===== src/rtl/writeback_arbiter_if.sv =====
// Writeback bus: producer-side result channels plus the register-file write port
// and the hazard-facing pending/empty status.
interface writeback_arbiter_if #(
  parameter int unsigned CHANNELS   = 2,
  parameter int unsigned DATA_W     = 32,
  parameter int unsigned REG_ADDR_W = 5
) ();

  localparam int unsigned NREGS = 2 ** REG_ADDR_W;

  logic [CHANNELS-1:0]            in_valid;
  logic [CHANNELS-1:0]            in_ready;
  logic [CHANNELS-1:0]            in_reg_we;
  logic [CHANNELS*REG_ADDR_W-1:0] in_target;
  logic [CHANNELS*DATA_W-1:0]     in_value;

  logic [REG_ADDR_W-1:0]          reg_a_write;
  logic                           reg_we;
  logic [DATA_W-1:0]              reg_write;

  logic [NREGS-1:0]               pending;
  logic                           empty;

  modport master (
    output in_valid, in_reg_we, in_target, in_value,
    input  in_ready, reg_a_write, reg_we, reg_write, pending, empty
  );

  modport slave (
    input  in_valid, in_reg_we, in_target, in_value,
    output in_ready, reg_a_write, reg_we, reg_write, pending, empty
  );

endinterface


===== src/rtl/writeback_arbiter.sv =====
// Per-channel result FIFOs feeding one register-file write port through a
// round-robin arbiter; exports a pending-write mask for the hazard unit.
module writeback_arbiter #(
  parameter int unsigned CHANNELS   = 2,
  parameter int unsigned FIFO_DEPTH = 2,
  parameter int unsigned DATA_W     = 32,
  parameter int unsigned REG_ADDR_W = 5
) (
  input  logic               clk,
  input  logic               rst_n,
  writeback_arbiter_if.slave wb
);

  localparam int unsigned PTR_W = $clog2(FIFO_DEPTH);
  localparam int unsigned CNT_W = $clog2(FIFO_DEPTH + 1);
  localparam int unsigned CH_W  = (CHANNELS > 1) ? $clog2(CHANNELS) : 1;
  localparam int unsigned NREGS = 2 ** REG_ADDR_W;

  typedef struct packed {
    logic [REG_ADDR_W-1:0] target;
    logic [DATA_W-1:0]     value;
  } entry_t;

  entry_t              mem    [CHANNELS][FIFO_DEPTH];
  logic [PTR_W-1:0]    rd_ptr [CHANNELS];
  logic [PTR_W-1:0]    wr_ptr [CHANNELS];
  logic [CNT_W-1:0]    count  [CHANNELS];
  logic [CH_W-1:0]     rr_ptr;

  entry_t              in_entry [CHANNELS];
  logic [CHANNELS-1:0] full;
  logic [CHANNELS-1:0] nonempty;
  logic [CHANNELS-1:0] push;
  logic [CHANNELS-1:0] pop;
  logic                grant_valid;
  logic [CH_W-1:0]     grant_idx;
  logic [CH_W-1:0]     rr_next;
  entry_t              grant_entry;
  logic [NREGS-1:0]    pend;

  // FIFO status and input unpacking; ready depends on registered occupancy only
  always_comb begin
    for (int unsigned k = 0; k < CHANNELS; k++) begin
      full[k]            = (count[k] == CNT_W'(FIFO_DEPTH));
      nonempty[k]        = (count[k] != '0);
      in_entry[k].target = wb.in_target[k*REG_ADDR_W +: REG_ADDR_W];
      in_entry[k].value  = wb.in_value[k*DATA_W +: DATA_W];
    end
  end

  // Accepted results with no register side effect are dropped here
  always_comb begin
    for (int unsigned k = 0; k < CHANNELS; k++) begin
      push[k] = wb.in_valid[k] && !full[k] && wb.in_reg_we[k] &&
                (in_entry[k].target != '0);
    end
  end

  assign wb.in_ready = ~full;

  // Round-robin search starting at rr_ptr
  always_comb begin
    int unsigned idx;
    idx         = 0;
    grant_valid = 1'b0;
    grant_idx   = '0;
    for (int unsigned i = 0; i < CHANNELS; i++) begin
      idx = (32'(rr_ptr) + i) % CHANNELS;
      if (!grant_valid && nonempty[CH_W'(idx)]) begin
        grant_valid = 1'b1;
        grant_idx   = CH_W'(idx);
      end
    end
  end

  always_comb begin
    for (int unsigned k = 0; k < CHANNELS; k++) begin
      pop[k] = grant_valid && (grant_idx == CH_W'(k));
    end
  end

  assign grant_entry = mem[grant_idx][rd_ptr[grant_idx]];
  assign rr_next     = (32'(grant_idx) == CHANNELS - 1) ? '0 : grant_idx + CH_W'(1);

  // FIFO pointers and occupancy; power-of-two depth lets pointers wrap naturally
  always_ff @(posedge clk or negedge rst_n) begin
    if (!rst_n) begin
      for (int unsigned k = 0; k < CHANNELS; k++) begin
        rd_ptr[k] <= '0;
        wr_ptr[k] <= '0;
        count[k]  <= '0;
      end
    end else begin
      for (int unsigned k = 0; k < CHANNELS; k++) begin
        if (push[k]) begin
          wr_ptr[k] <= wr_ptr[k] + PTR_W'(1);
        end
        if (pop[k]) begin
          rd_ptr[k] <= rd_ptr[k] + PTR_W'(1);
        end
        if (push[k] && !pop[k]) begin
          count[k] <= count[k] + CNT_W'(1);
        end else if (pop[k] && !push[k]) begin
          count[k] <= count[k] - CNT_W'(1);
        end
      end
    end
  end

  // Payload storage; validity is tracked by the pointers, so no reset needed
  always_ff @(posedge clk) begin
    for (int unsigned k = 0; k < CHANNELS; k++) begin
      if (push[k]) begin
        mem[k][wr_ptr[k]] <= in_entry[k];
      end
    end
  end

  // Register-file write port and arbitration pointer
  always_ff @(posedge clk or negedge rst_n) begin
    if (!rst_n) begin
      rr_ptr         <= '0;
      wb.reg_we      <= 1'b0;
      wb.reg_a_write <= '0;
      wb.reg_write   <= '0;
    end else if (grant_valid) begin
      rr_ptr         <= rr_next;
      wb.reg_we      <= 1'b1;
      wb.reg_a_write <= grant_entry.target;
      wb.reg_write   <= grant_entry.value;
    end else begin
      wb.reg_we      <= 1'b0;
    end
  end

  // Pending mask: every occupied FIFO slot plus the write being presented
  always_comb begin
    logic [PTR_W-1:0] slot;
    slot = '0;
    pend = '0;
    for (int unsigned k = 0; k < CHANNELS; k++) begin
      for (int unsigned j = 0; j < FIFO_DEPTH; j++) begin
        slot = rd_ptr[k] + PTR_W'(j);
        if (CNT_W'(j) < count[k]) begin
          pend[mem[k][slot].target] = 1'b1;
        end
      end
    end
    if (wb.reg_we) begin
      pend[wb.reg_a_write] = 1'b1;
    end
    pend[0] = 1'b0;
  end

  assign wb.pending = pend;
  assign wb.empty   = !(|nonempty) && !wb.reg_we;

endmodule

===== src/flat_wrapper.sv =====
// flat-port wrapper written by rule: the top's interface ports become plain ports
module writeback_arbiter_flat 
#(
  parameter int unsigned CHANNELS   = 2,
  parameter int unsigned FIFO_DEPTH = 2,
  parameter int unsigned DATA_W     = 32,
  parameter int unsigned REG_ADDR_W = 5
)
  (clk, rst_n, wb_in_valid, wb_in_reg_we, wb_in_target, wb_in_value, wb_in_ready, wb_reg_a_write, wb_reg_we, wb_reg_write, wb_pending, wb_empty);
  writeback_arbiter_if #(.CHANNELS(CHANNELS), .DATA_W(DATA_W), .REG_ADDR_W(REG_ADDR_W)) wb_i ();
  input  logic clk;
  input  logic rst_n;
  input wire logic [$bits(wb_i.in_valid)-1:0] wb_in_valid;
  input wire logic [$bits(wb_i.in_reg_we)-1:0] wb_in_reg_we;
  input wire logic [$bits(wb_i.in_target)-1:0] wb_in_target;
  input wire logic [$bits(wb_i.in_value)-1:0] wb_in_value;
  output wire logic [$bits(wb_i.in_ready)-1:0] wb_in_ready;
  output wire logic [$bits(wb_i.reg_a_write)-1:0] wb_reg_a_write;
  output wire logic [$bits(wb_i.reg_we)-1:0] wb_reg_we;
  output wire logic [$bits(wb_i.reg_write)-1:0] wb_reg_write;
  output wire logic [$bits(wb_i.pending)-1:0] wb_pending;
  output wire logic [$bits(wb_i.empty)-1:0] wb_empty;
  assign wb_i.in_valid = wb_in_valid;
  assign wb_i.in_reg_we = wb_in_reg_we;
  assign wb_i.in_target = wb_in_target;
  assign wb_i.in_value = wb_in_value;
  assign wb_in_ready = wb_i.in_ready;
  assign wb_reg_a_write = wb_i.reg_a_write;
  assign wb_reg_we = wb_i.reg_we;
  assign wb_reg_write = wb_i.reg_write;
  assign wb_pending = wb_i.pending;
  assign wb_empty = wb_i.empty;
  writeback_arbiter #(.CHANNELS(CHANNELS), .FIFO_DEPTH(FIFO_DEPTH), .DATA_W(DATA_W), .REG_ADDR_W(REG_ADDR_W)) u_core (.clk(clk), .rst_n(rst_n), .wb(wb_i));
endmodule

===== config.mk =====
export PLATFORM = sky130hd
export DESIGN_NAME = writeback_arbiter_flat
export DESIGN_NICKNAME = d
export VERILOG_FILES = /design/src/rtl/writeback_arbiter_if.sv /design/src/rtl/writeback_arbiter.sv /design/src/flat_wrapper.sv
export SDC_FILE = /design/constraint.sdc
export NUM_CORES = 1
export LEC_CHECK = 0
export ABC_AREA = 0
export CAP_MARGIN = 10
export CELL_PAD_IN_SITES_DETAIL_PLACEMENT = 0
export CELL_PAD_IN_SITES_GLOBAL_PLACEMENT = 1
export CORE_ASPECT_RATIO = 1.25
export CORE_MARGIN = 3
export CORE_UTILIZATION = 43
export DETAILED_ROUTE_END_ITERATION = 6
export GPL_ROUTABILITY_DRIVEN = 0
export PLACE_DENSITY = 0.88
export SYNTH_ARGS = -nofsm -noshare
export SYNTH_HDL_FRONTEND = slang
export SYNTH_SLANG_ARGS = --single-unit

===== constraint.sdc =====
create_clock -name clk -period 6.35 [get_ports clk]
set_input_delay 1.27 -clock clk [delete_from_list [all_inputs] [get_ports clk]]
set_output_delay 1.27 -clock clk [all_outputs]
set_load 0.005 [all_outputs]

==> out/metrics.yaml, run 1 <==
worst_hold_path:
  worst_hold_startpoint: "u_core.wb.reg_write[24]$_DFFE_PN0N_"
  holdPathEnd: "u_core.wb.reg_write[24]$_DFFE_PN0N_"
  min_path_cells: 2
  holdCritPathClass: "reg -> reg"
power:
  comb_power_share_pct: 40.0
  power.density_cell_area_nw_per_um2: 441
  p_clk_share_pct: 21.0
  seq_power_share_pct: 39.0
  power_report.internal_total_mw: 3.22
  ir_drop_uv: 299
  netSwitchingPower_mw: 1.92
  p_leak_nw: 4.10
  sw_frac_of_total_pct: 37.4
clock_tree:
  post_cts.resized_instances: 0
  ctsRootBufferMaster: "sky130_fd_sc_hd__clkbuf_16"
  clock_latency_ps: 420
  cts_setup_buffers: 0
  clk_path_buf_depth: 2
  tritoncts_num_sinks: 195
  maximum_level_of_the_cts_h_tree: 4
  cts-hold-fix-buffers: 0
  cts_tree: "yes"
  number_of_cts_inserted_buffers: 17
  worst_setup_hold_path_clk_slew_ps: 70
synthesis:
  synth_fp_nets: 855
  post_synth_num_cell_types: 59
  netlist_area_sq_um: 9370
  postSynthAreaPerCell_sq_um: 12.2
  synth-seq-area-share_pct: 60.0
  synthFlopType: "sky130_fd_sc_hd__edfxtp_1"
  ys_ff_latch: 195
  synth_enable_flop_cells: 148
  async_flop_share_pct: 24.1
  ys_warn_count: 0
  synthCells: 767
floorplanning:
  die_h_microns: 171
  start_util_pct: 44.4
  fp-row-count: 59
  horizontal_extent_of_the_die_microns: 138
  design.die.area_sq_um: 23600
  core_area_sq_um: 21100
  floorplan.io_pins: 153
route:
  drc: 0
  route.detailed.vias_per_inst: 5.89
  drt_iter0_drc: 646
  ant_nets: 0
  wirelength_mm: 24.0
  routed_length_per_instance_microns: 20.3
  vias: 6953
  drt-pass1-iter-count: 6
sta:
  slew-limit-headroom_pct: 31.0
  finalSetupTns_ps: 0
  setup-violations-final: 0
  max_slew.worst_pin.slew_ps: 1030
  grt_setup_unrepaired: "false"
  achievable-frequency_mhz: 211
  timing.final.crit_period_ps: 4730
  final.period_utilization_pct: 74.5
  report.final.hold_viol_count: 0
  count_of_pins_over_their_slew_limit: 0
  worst_setup_skew_after_layout_ps: 20.3
placement:
  hpwlAfterDp_mm: 16.1
  detailed_place.area_sq_um: 11000
  numPortBuffers: 151
outcome:
  result_of_the_run: "complete, no violations"
grt:
  globalRouteTotalUtil_pct: 19.8
  initial_antenna_violation_count: 0
  first_global_vias: 6948
  globalRouteOverflowTotal: 0
  maximum_number_of_pins_on_one_net_before_global_route_repair: 75
  grt_first_pass_wirelength_mm: 37.4
critical_path:
  r2r_path_end: "u_core.count[3]$_DFFE_PN0P_"
  setup.worst_path.start_class: "register"
  arrival_ps: 3460
  register_to_register_setup_slack_ps: 3800
  critPathTopFamily: "flip-flops"
  path_buf_inv: 1
  startpoint_of_the_lowest_slack_register_to_register_path: "u_core.count[0]$_DFFE_PN0P_"
  critical_path_class: "reg -> out"
  r2r_cells: 9
  worst-path-max-fanout: 66
  worst_path_max_delay_cell: "sky130_fd_sc_hd__dfrtp_4"
  required_ps: 5080
  cell_chain_critical_path: "mux2_2 -> nand2_1 -> o32ai_1 -> or4b_1 -> clkdlybuf4s50_1"
  worst_path_largest_cell_delay_ps: 1040
  timing.critical_path.to_type: "output pin"
job:
  drv.max_cap_violation_count: 0
finish:
  final_area_sq_um: 11700
  layout-drive-gt1-share_pct: 10.2
  syn_to_final_growth_pct: 24.4
  diodes: 0
  finish.net_count: 981
[cell usage after synthesis (2+ instances only)]
cell type                  count  area share (%)
sky130_fd_sc_hd__a211o_1       2            0.19
sky130_fd_sc_hd__a211oi_1      8            0.64
sky130_fd_sc_hd__a21o_1        4            0.32
sky130_fd_sc_hd__a21oi_1       4            0.21
sky130_fd_sc_hd__a22oi_1       5            0.40
sky130_fd_sc_hd__a31oi_1       5            0.33
sky130_fd_sc_hd__a32o_1        5            0.53
sky130_fd_sc_hd__a32oi_1      11             1.0
sky130_fd_sc_hd__a32oi_2       4            0.69
sky130_fd_sc_hd__and2_1        4            0.27
sky130_fd_sc_hd__buf_2        17            0.91
sky130_fd_sc_hd__buf_4         4            0.32
sky130_fd_sc_hd__buf_6         2            0.24
sky130_fd_sc_hd__clkbuf_1     26             1.0
sky130_fd_sc_hd__dfrtp_1      47              13
sky130_fd_sc_hd__edfxtp_1    148              47
sky130_fd_sc_hd__ha_1          8             1.1
sky130_fd_sc_hd__inv_1        18            0.72
sky130_fd_sc_hd__mux2_2       34             4.1
sky130_fd_sc_hd__mux2i_1      41             4.4
sky130_fd_sc_hd__nand2_1      86             3.4
sky130_fd_sc_hd__nand2b_1      7            0.47
sky130_fd_sc_hd__nand3_1       8            0.43
sky130_fd_sc_hd__nand3b_1      7            0.56
sky130_fd_sc_hd__nor2_1       21            0.84
sky130_fd_sc_hd__nor2b_1      21             1.4
sky130_fd_sc_hd__nor3_1       26             1.4
sky130_fd_sc_hd__nor4_1        6            0.40
sky130_fd_sc_hd__nor4b_1       3            0.28
sky130_fd_sc_hd__o21ai_0      67             3.6
sky130_fd_sc_hd__o22a_1        3            0.28
sky130_fd_sc_hd__o22ai_1      26             1.7
sky130_fd_sc_hd__o32a_1        5            0.53
sky130_fd_sc_hd__o32ai_1      24             2.2
sky130_fd_sc_hd__or3_1        25             1.7
sky130_fd_sc_hd__or3b_2        3            0.28
sky130_fd_sc_hd__or4_1         4            0.32
sky130_fd_sc_hd__xnor2_1       4            0.37
sky130_fd_sc_hd__xor2_1        4            0.37
[cell usage in the layout, fill, tap and decap left out, drive strengths merged, types with 6 or more instances in the layout]
master / Yosys / layout
clkbuf: 26 / 18
a32oi: 16 / 16
nor3: 26 / 26
dfrtp: 47 / 47
nand3: 8 / 8
o22ai: 26 / 26
buf: 24 / 7
nor2b: 22 / 22
o32ai: 24 / 24
nand2: 86 / 86
edfxtp: 148 / 148
or3: 25 / 25
o21ai: 67 / 67
mux2: 34 / 34
nand3b: 7 / 7
mux2i: 41 / 41
nor4: 6 / 6
clkdlybuf4s50: 0 / 150
inv: 18 / 26
a211oi: 8 / 8
nand2b: 7 / 7
nor2: 22 / 22
a31oi: 6 / 6
ha: 8 / 8
[worst min-delay path, cell delays in order, from the launching register on]
cell and delay (ps):
sky130_fd_sc_hd__dfrtp_1 340, sky130_fd_sc_hd__nand2_1 40, sky130_fd_sc_hd__o21ai_0 60
[how the worst max path moves through the flow]
stage	start	endpoint	slack (ps)	cells past startpoint
4_1_cts	u_core.rd_ptr[1]$_DFFE_PN0P_	wb_pending[1]	1580	5
3_5_place_dp	u_core.rd_ptr[1]$_DFFE_PN0P_	wb_pending[1]	2040	5
3_3_place_gp	u_core.rd_ptr[1]$_DFFE_PN0P_	wb_pending[3]	2080	5
2_1_floorplan	wb_in_target[8]	u_core.mem[1][37]$_DFFE_PP_	870	3
5_1_grt	u_core.rd_ptr[1]$_DFFE_PN0P_	wb_pending[1]	1460	5
6_report	u_core.rd_ptr[1]$_DFFE_PN0P_	wb_pending[3]	1620	5
[per-stage QoR]
| stage | util (%) | instances | setup WS (ps) | power [mW] | hold slack (ps) |
|---|---|---|---|---|---|
| global route | 55.2 | 1180 | 1460 | 5.44 | 510 |
| finish | 55.2 | 1180 | 1620 | 5.14 | 481 |
| detailed placement | 52.3 | 1148 | 2040 | 4.09 | 472 |
| global placement | 52.3 | 1148 | 2080 | 4.04 | 462 |
| floorplan | - | 767 | 872 | 3.21 | 454 |
| CTS | 55.2 | 1180 | 1580 | 5.17 | 488 |
[routing by layer]
metal	part of all wire, %	global-route usage [%]
met1	39	23.3
met2	50	35.1
met5	0	0
met4	4.0	8.77
met3	7.6	4.03
[flip-flops by register name, summed over array words and instances (netlist names)]
name                   count
u_core.wb.reg_we           1
u_core.wr_ptr              2
u_core.rr_ptr              1
u_core.rd_ptr              2
u_core.wb.reg_a_write      5
u_core.count               4
u_core.mem               148
u_core.wb.reg_write       32
[cell type report]
| type | count | area [sq um] |
|---|---|---|
| clock buffer | 18 | 429 |
| inverter | 18 | 67.6 |
| timing repair buffer | 157 | 1550 |
| clock inverter | 14 | 184 |
| sequential | 195 | 5630 |
| multi-input combinational | 504 | 3450 |
| tap | 274 | 343 |
| fill | 1800 | 9460 |
[power groups by stage]
stage	Sequential (mW)	Combinational (mW)	Clock [mW]
3_3_place_gp	2.02	2.02	0
2_1_floorplan	1.84	1.38	0
3_5_place_dp	2.03	2.06	0
6_report	2.01	2.06	1.08
4_1_cts	2.01	2.07	1.10
5_1_grt	2.05	2.24	1.15
[logic make-up after synthesis]
kind of cell | Yosys count | share of synthesized area (%)
AO/OA/AOI/OAI | 182 | 13.8
XOR/XNOR | 8 | 0.748
adder cells (fa/ha/maj) | 8 | 1.07
buffers and inverters | 68 | 3.27
flip-flops | 195 | 60.0
multiplexers | 75 | 8.47
other | 1 | 0.0400
AND/OR/NAND/NOR | 230 | 12.6
Note: power is estimated with default switching activity, not from simulation.
==> run 2: changes to the inputs <==
clock period = 4.7 ns   (was 6.35 ns; I/O delays follow)
==> run 2 against run 1 <==
Against the previous run: via count is 0.43% lower; utilization is 0.10 points higher; clock skew is 8.4 ps lower; sequential cell count stayed put; final area is 0.18% higher; sequential share of layout area is 0.088 points lower; power is 35% higher; clock-buffer cell count stayed put; cell count is 0.25% higher; highest routed layer unchanged.
==> out/metrics.yaml, run 2 (synthesized netlist as in run 1, its figures left out) <==
outcome:
  result_of_the_run: "complete, no violations"
finish:
  final_area_sq_um: 11700
  layout_common_cells: "150 x sky130_fd_sc_hd__clkdlybuf4s50_1, 148 x sky130_fd_sc_hd__edfxtp_1, 86 x sky130_fd_sc_hd__nand2_1, 67 x sky130_fd_sc_hd__o21ai_0, 45 x sky130_fd_sc_hd__dfrtp_1"
  layout-drive-gt1-share_pct: 10.3
  syn_to_final_growth_pct: 24.7
  finish.net_count: 984
  layout.core_utilization_pct: 55.3
  num-fill-cells: 1786
  layout.cells.most_common: "sky130_fd_sc_hd__clkdlybuf4s50_1"
  number_of_flip_flops_in_the_largest_register: 148
  diodes: 0
route:
  routed_length_per_instance_microns: 20.3
  drt_iter0_drc: 656
  route.detailed.vias_per_inst: 5.85
  drt-pass1-iter-count: 5
  wirelength_mm: 24.1
  vias: 6923
  drc: 0
  ant_nets: 0
worst_hold_path:
  min_path_cells: 2
  holdCritPathClass: "reg -> reg"
clock_tree:
  tritoncts_num_sinks: 195
  worst_setup_hold_path_clk_slew_ps: 70
  maximum_level_of_the_cts_h_tree: 4
  post_cts.resized_instances: 0
  cts-hold-fix-buffers: 0
  clock_latency_ps: 430
  cts_tree: "yes"
  ctsRootBufferMaster: "sky130_fd_sc_hd__clkbuf_16"
  cts_setup_buffers: 0
  clk_path_buf_depth: 2
  number_of_cts_inserted_buffers: 17
critical_path:
  critical_path_class: "reg -> out"
  r2r_cells: 7
  timing.critical_path.to_type: "output pin"
  setup.worst_path.start_class: "register"
  arrival_ps: 3180
  required_ps: 3760
  worst-path-max-fanout: 38
grt:
  initial_antenna_violation_count: 0
  first_global_vias: 6839
  globalRouteTotalUtil_pct: 20.1
  maximum_number_of_pins_on_one_net_before_global_route_repair: 74
  grt_first_pass_wirelength_mm: 37.4
  globalRouteOverflowTotal: 0
floorplanning:
  die_h_microns: 171
  start_util_pct: 44.4
  core_area_sq_um: 21100
  horizontal_extent_of_the_die_microns: 138
  design.die.area_sq_um: 23600
  fp-row-count: 59
  floorplan.io_pins: 153
sta:
  grt_setup_unrepaired: "false"
  achievable-frequency_mhz: 243
  timing.final.crit_period_ps: 4120
  report.final.hold_viol_count: 0
  final.period_utilization_pct: 87.7
  slew-limit-headroom_pct: 31.8
  setup-violations-final: 0
  finalSetupTns_ps: 0
  count_of_pins_over_their_slew_limit: 0
  max_slew.worst_pin.slew_ps: 1020
  worst_setup_skew_after_layout_ps: 11.9
power:
  power.density_cell_area_nw_per_um2: 593
  p_leak_nw: 4.10
  ir_drop_uv: 357
placement:
  detailed_place.area_sq_um: 11100
  numPortBuffers: 151
  hpwlAfterDp_mm: 16.4
job:
  drv.max_cap_violation_count: 0
run 2: cell types whose count changed in the layout (fill, tap and decap cells not counted), sizes merged:
cell,before,now
clkinv,5,7
bufinv,1,0
buf,7,10
inv,26,25
run 2: final timing paths:
| check | startpoint | endpoint | slack (ps) |
|---|---|---|---|
| min reg2reg | u_core.wb.reg_write[22]$_DFFE_PN0N_ | u_core.wb.reg_write[22]$_DFFE_PN0N_ | 480 |
| max | u_core.rd_ptr[1]$_DFFE_PN0P_ | wb_pending[28] | 580 |
| max reg2reg | u_core.count[0]$_DFFE_PN0P_ | u_core.wb.reg_write[13]$_DFFE_PN0N_ | 2210 |
| min in group asynchronous | rst_n | u_core.wb.reg_write[14]$_DFFE_PN0N_ | 640 |
| min | u_core.wb.reg_write[22]$_DFFE_PN0N_ | u_core.wb.reg_write[22]$_DFFE_PN0N_ | 480 |
| max in group asynchronous | rst_n | u_core.rd_ptr[1]$_DFFE_PN0P_ | 3490 |
run 2: metrics by stage:
step | cells | hold slack [ps] | worst slack (ps) | power (mW)
2_1_floorplan | 767 | 454 | 1070 | 4.34
3_3_place_gp | 1151 | 463 | 1040 | 5.49
3_5_place_dp | 1151 | 469 | 1040 | 5.54
4_1_cts | 1183 | 486 | 574 | 6.96
5_1_grt | 1183 | 511 | 432 | 7.36
6_report | 1183 | 482 | 579 | 6.93
run 2: area by class of cell:
cell class	count	area [sq um]	share of cell area (%)
Clock buffer	18	429	3.68
Clock inverter	14	165	1.41
Inverter	18	67.6	0.579
Multi-Input combinational cell	504	3470	29.7
Sequential cell	195	5630	48.2
Tap cell	274	343	2.94
Timing Repair Buffer	160	1570	13.5
run 2: critical path: stages, from the launching register on:
cell	delay [ps]
sky130_fd_sc_hd__dfrtp_4	730
sky130_fd_sc_hd__buf_4	520
sky130_fd_sc_hd__nand2b_1	210
sky130_fd_sc_hd__o22a_1	200
sky130_fd_sc_hd__nor2_1	60
sky130_fd_sc_hd__or4_1	550
sky130_fd_sc_hd__clkdlybuf4s50_1	470
run 2: metal layers:
metal	track usage (%)	wire length, microns	vias up
met5	0	0	-
met4	9.93	1030	0
met3	4.64	1820	62
met2	34.2	11800	342
met1	24.1	9390	3307
li1	-	-	3212
run 2: where the power goes:
group / internal (mW) / total, mW / switching, mW
clock: 0.718 / 1.42 / 0.703
combinational: 1.32 / 2.87 / 1.55
sequential: 2.27 / 2.63 / 0.362
==> run 3: changes to the inputs <==
CORE_UTILIZATION = 45   (was 43)
CTS_BUF_LIST = sky130_fd_sc_hd__clkbuf_8   (was not set)
CTS_CLUSTER_DIAMETER = 120   (was not set)
PLACE_DENSITY = 0.91   (was 0.88)
==> run 3 against run 2 <==
Against the previous run: critical endpoint unchanged; register-to-register slack improved by 20 ps; hold slack improved by 4.8 ps; clock-buffer cell count fell by 1; largest cell class unchanged; largest power group unchanged; critical path type unchanged.
==> out/metrics.yaml, run 3 (synthesized netlist as in run 1, its figures left out) <==
outcome:
  result_of_the_run: "complete, no violations"
worst_hold_path:
  holdCritPathClass: "reg -> reg"
  worst_hold_startpoint: "u_core.wb.reg_write[6]$_DFFE_PN0N_"
clock_tree:
  ctsRootBufferMaster: "sky130_fd_sc_hd__clkbuf_8"
  clock_latency_ps: 450
  tritoncts_num_sinks: 195
  clk_path_buf_depth: 2
  cts_setup_buffers: 0
  number_of_cts_inserted_buffers: 17
  maximum_level_of_the_cts_h_tree: 4
  cts-hold-fix-buffers: 0
  cts_tree: "yes"
  worst_setup_hold_path_clk_slew_ps: 110
  post_cts.resized_instances: 0
sta:
  count_of_pins_over_their_slew_limit: 0
  grt_setup_unrepaired: "false"
  max_slew.worst_pin.slew_ps: 1010
  worst_setup_skew_after_layout_ps: 16.5
  final.period_utilization_pct: 90.6
  slew-limit-headroom_pct: 33.0
  setup-violations-final: 0
  worst_slack_ps: 441
  achievable-frequency_mhz: 235
  fin_worst_hold_slack_ps: 487
  report.final.hold_viol_count: 0
  finalSetupTns_ps: 0
  timing.final.crit_period_ps: 4260
critical_path:
  required_ps: 3760
  critical_path_class: "reg -> out"
  arrival_ps: 3320
  timing.critical_path.to_type: "output pin"
  worst-path-max-fanout: 36
  setup.worst_path.start_class: "register"
  crit_start: "u_core.rd_ptr[0]$_DFFE_PN0P_"
  startpoint_of_the_lowest_slack_register_to_register_path: "u_core.count[3]$_DFFE_PN0P_"
power:
  power.density_cell_area_nw_per_um2: 574
  p_leak_nw: 4.03
  ir_drop_uv: 319
finish:
  number_of_flip_flops_in_the_largest_register: 148
  diodes: 0
  syn_to_final_growth_pct: 22.9
  multi_input_comb_area_sq_um: 3470
  register_area_sq_um: 5630
  layout.core_utilization_pct: 56.6
  layout.cells.most_common: "sky130_fd_sc_hd__clkdlybuf4s50_1"
  layout-drive-gt1-share_pct: 10.7
  layout_common_cells: "150 x sky130_fd_sc_hd__clkdlybuf4s50_1, 148 x sky130_fd_sc_hd__edfxtp_1, 86 x sky130_fd_sc_hd__nand2_1, 67 x sky130_fd_sc_hd__o21ai_0, 45 x sky130_fd_sc_hd__dfrtp_1"
  finish.net_count: 985
  num-fill-cells: 1708
route:
  drt-pass1-iter-count: 7
  route.detailed.vias_per_inst: 5.86
  routed.top_layer: "met4"
  drt_iter0_drc: 678
  wl_met1_mm: 8.96
  met2_length_mm: 11.7
  wl_met3_mm: 2.00
  drc: 0
  routed_length_per_instance_microns: 20.0
  wirelength_mm: 23.6
  vias: 6915
  ant_nets: 0
floorplanning:
  horizontal_extent_of_the_die_microns: 135
  fp-row-count: 58
  floorplan.io_pins: 153
  start_util_pct: 46.1
  die_h_microns: 167
  design.die.area_sq_um: 22600
  core_area_sq_um: 20300
placement:
  hpwlAfterDp_mm: 16.1
  preCtsSetupSlack_ps: 948
  numPortBuffers: 151
grt:
  grt_first_pass_wirelength_mm: 36.7
  initial_antenna_violation_count: 0
  globalRouteOverflowTotal: 0
  maximum_number_of_pins_on_one_net_before_global_route_repair: 74
  first_global_vias: 6765
  globalRouteTotalUtil_pct: 20.7
job:
  drv.max_cap_violation_count: 0
[run 3: cell type report]
cell class              instances  area share [%]
inverters                      18           0.587
clock buffers                  17            2.03
clock inverters                15            1.65
well taps                     270            2.94
flip-flops and latches        195            48.9
repair buffers                161            13.7
multi-input cells             504            30.2
[run 3: stage by stage]
stage / power (mW) / instance area, sq um / instances
floorplan: 4.34 / 9380 / 767
global placement: 5.47 / 11100 / 1148
detailed placement: 5.53 / 11100 / 1148
CTS: 6.63 / 11500 / 1180
global route: 7.02 / 11500 / 1180
finish: 6.60 / 11500 / 1180
[run 3: routing by layer]
| metal | GRT usage [%] | vias to the layer above |
|---|---|---|
| li1 | - | 3210 |
| met3 | 5.44 | 68 |
| met5 | 0 | - |
| met1 | 25.0 | 3280 |
| met2 | 35.4 | 357 |
| met4 | 7.80 | 0 |
[run 3: path summary, 6_finish.rpt]
kind | end | slack [ps] | depth (start not counted)
max | wb_pending[28] | 440 | 6
min | u_core.wb.reg_write[6]$_DFFE_PN0N_ | 490 | 2
max reg2reg | u_core.wb.reg_write[11]$_DFFE_PN0N_ | 2230 | 8
min reg2reg | u_core.wb.reg_write[6]$_DFFE_PN0N_ | 490 | 2
max in group asynchronous | u_core.rd_ptr[1]$_DFFE_PN0P_ | 3560 | 2
min in group asynchronous | u_core.wb.reg_write[15]$_DFFE_PN0N_ | 610 | 2
[run 3: power breakdown]
group	total [mW]	switching (mW)	internal, mW
combinational	2.90	1.58	1.32
sequential	2.61	0.340	2.27
clock	1.09	0.637	0.454
[run 3: worst max-delay path, stage by stage, from the launching register on]
cell	delay, ps
sky130_fd_sc_hd__dfrtp_2	780
sky130_fd_sc_hd__buf_4	550
sky130_fd_sc_hd__nand2b_1	190
sky130_fd_sc_hd__o22ai_1	170
sky130_fd_sc_hd__nor2b_1	180
sky130_fd_sc_hd__or4_1	520
sky130_fd_sc_hd__clkdlybuf4s50_1	480
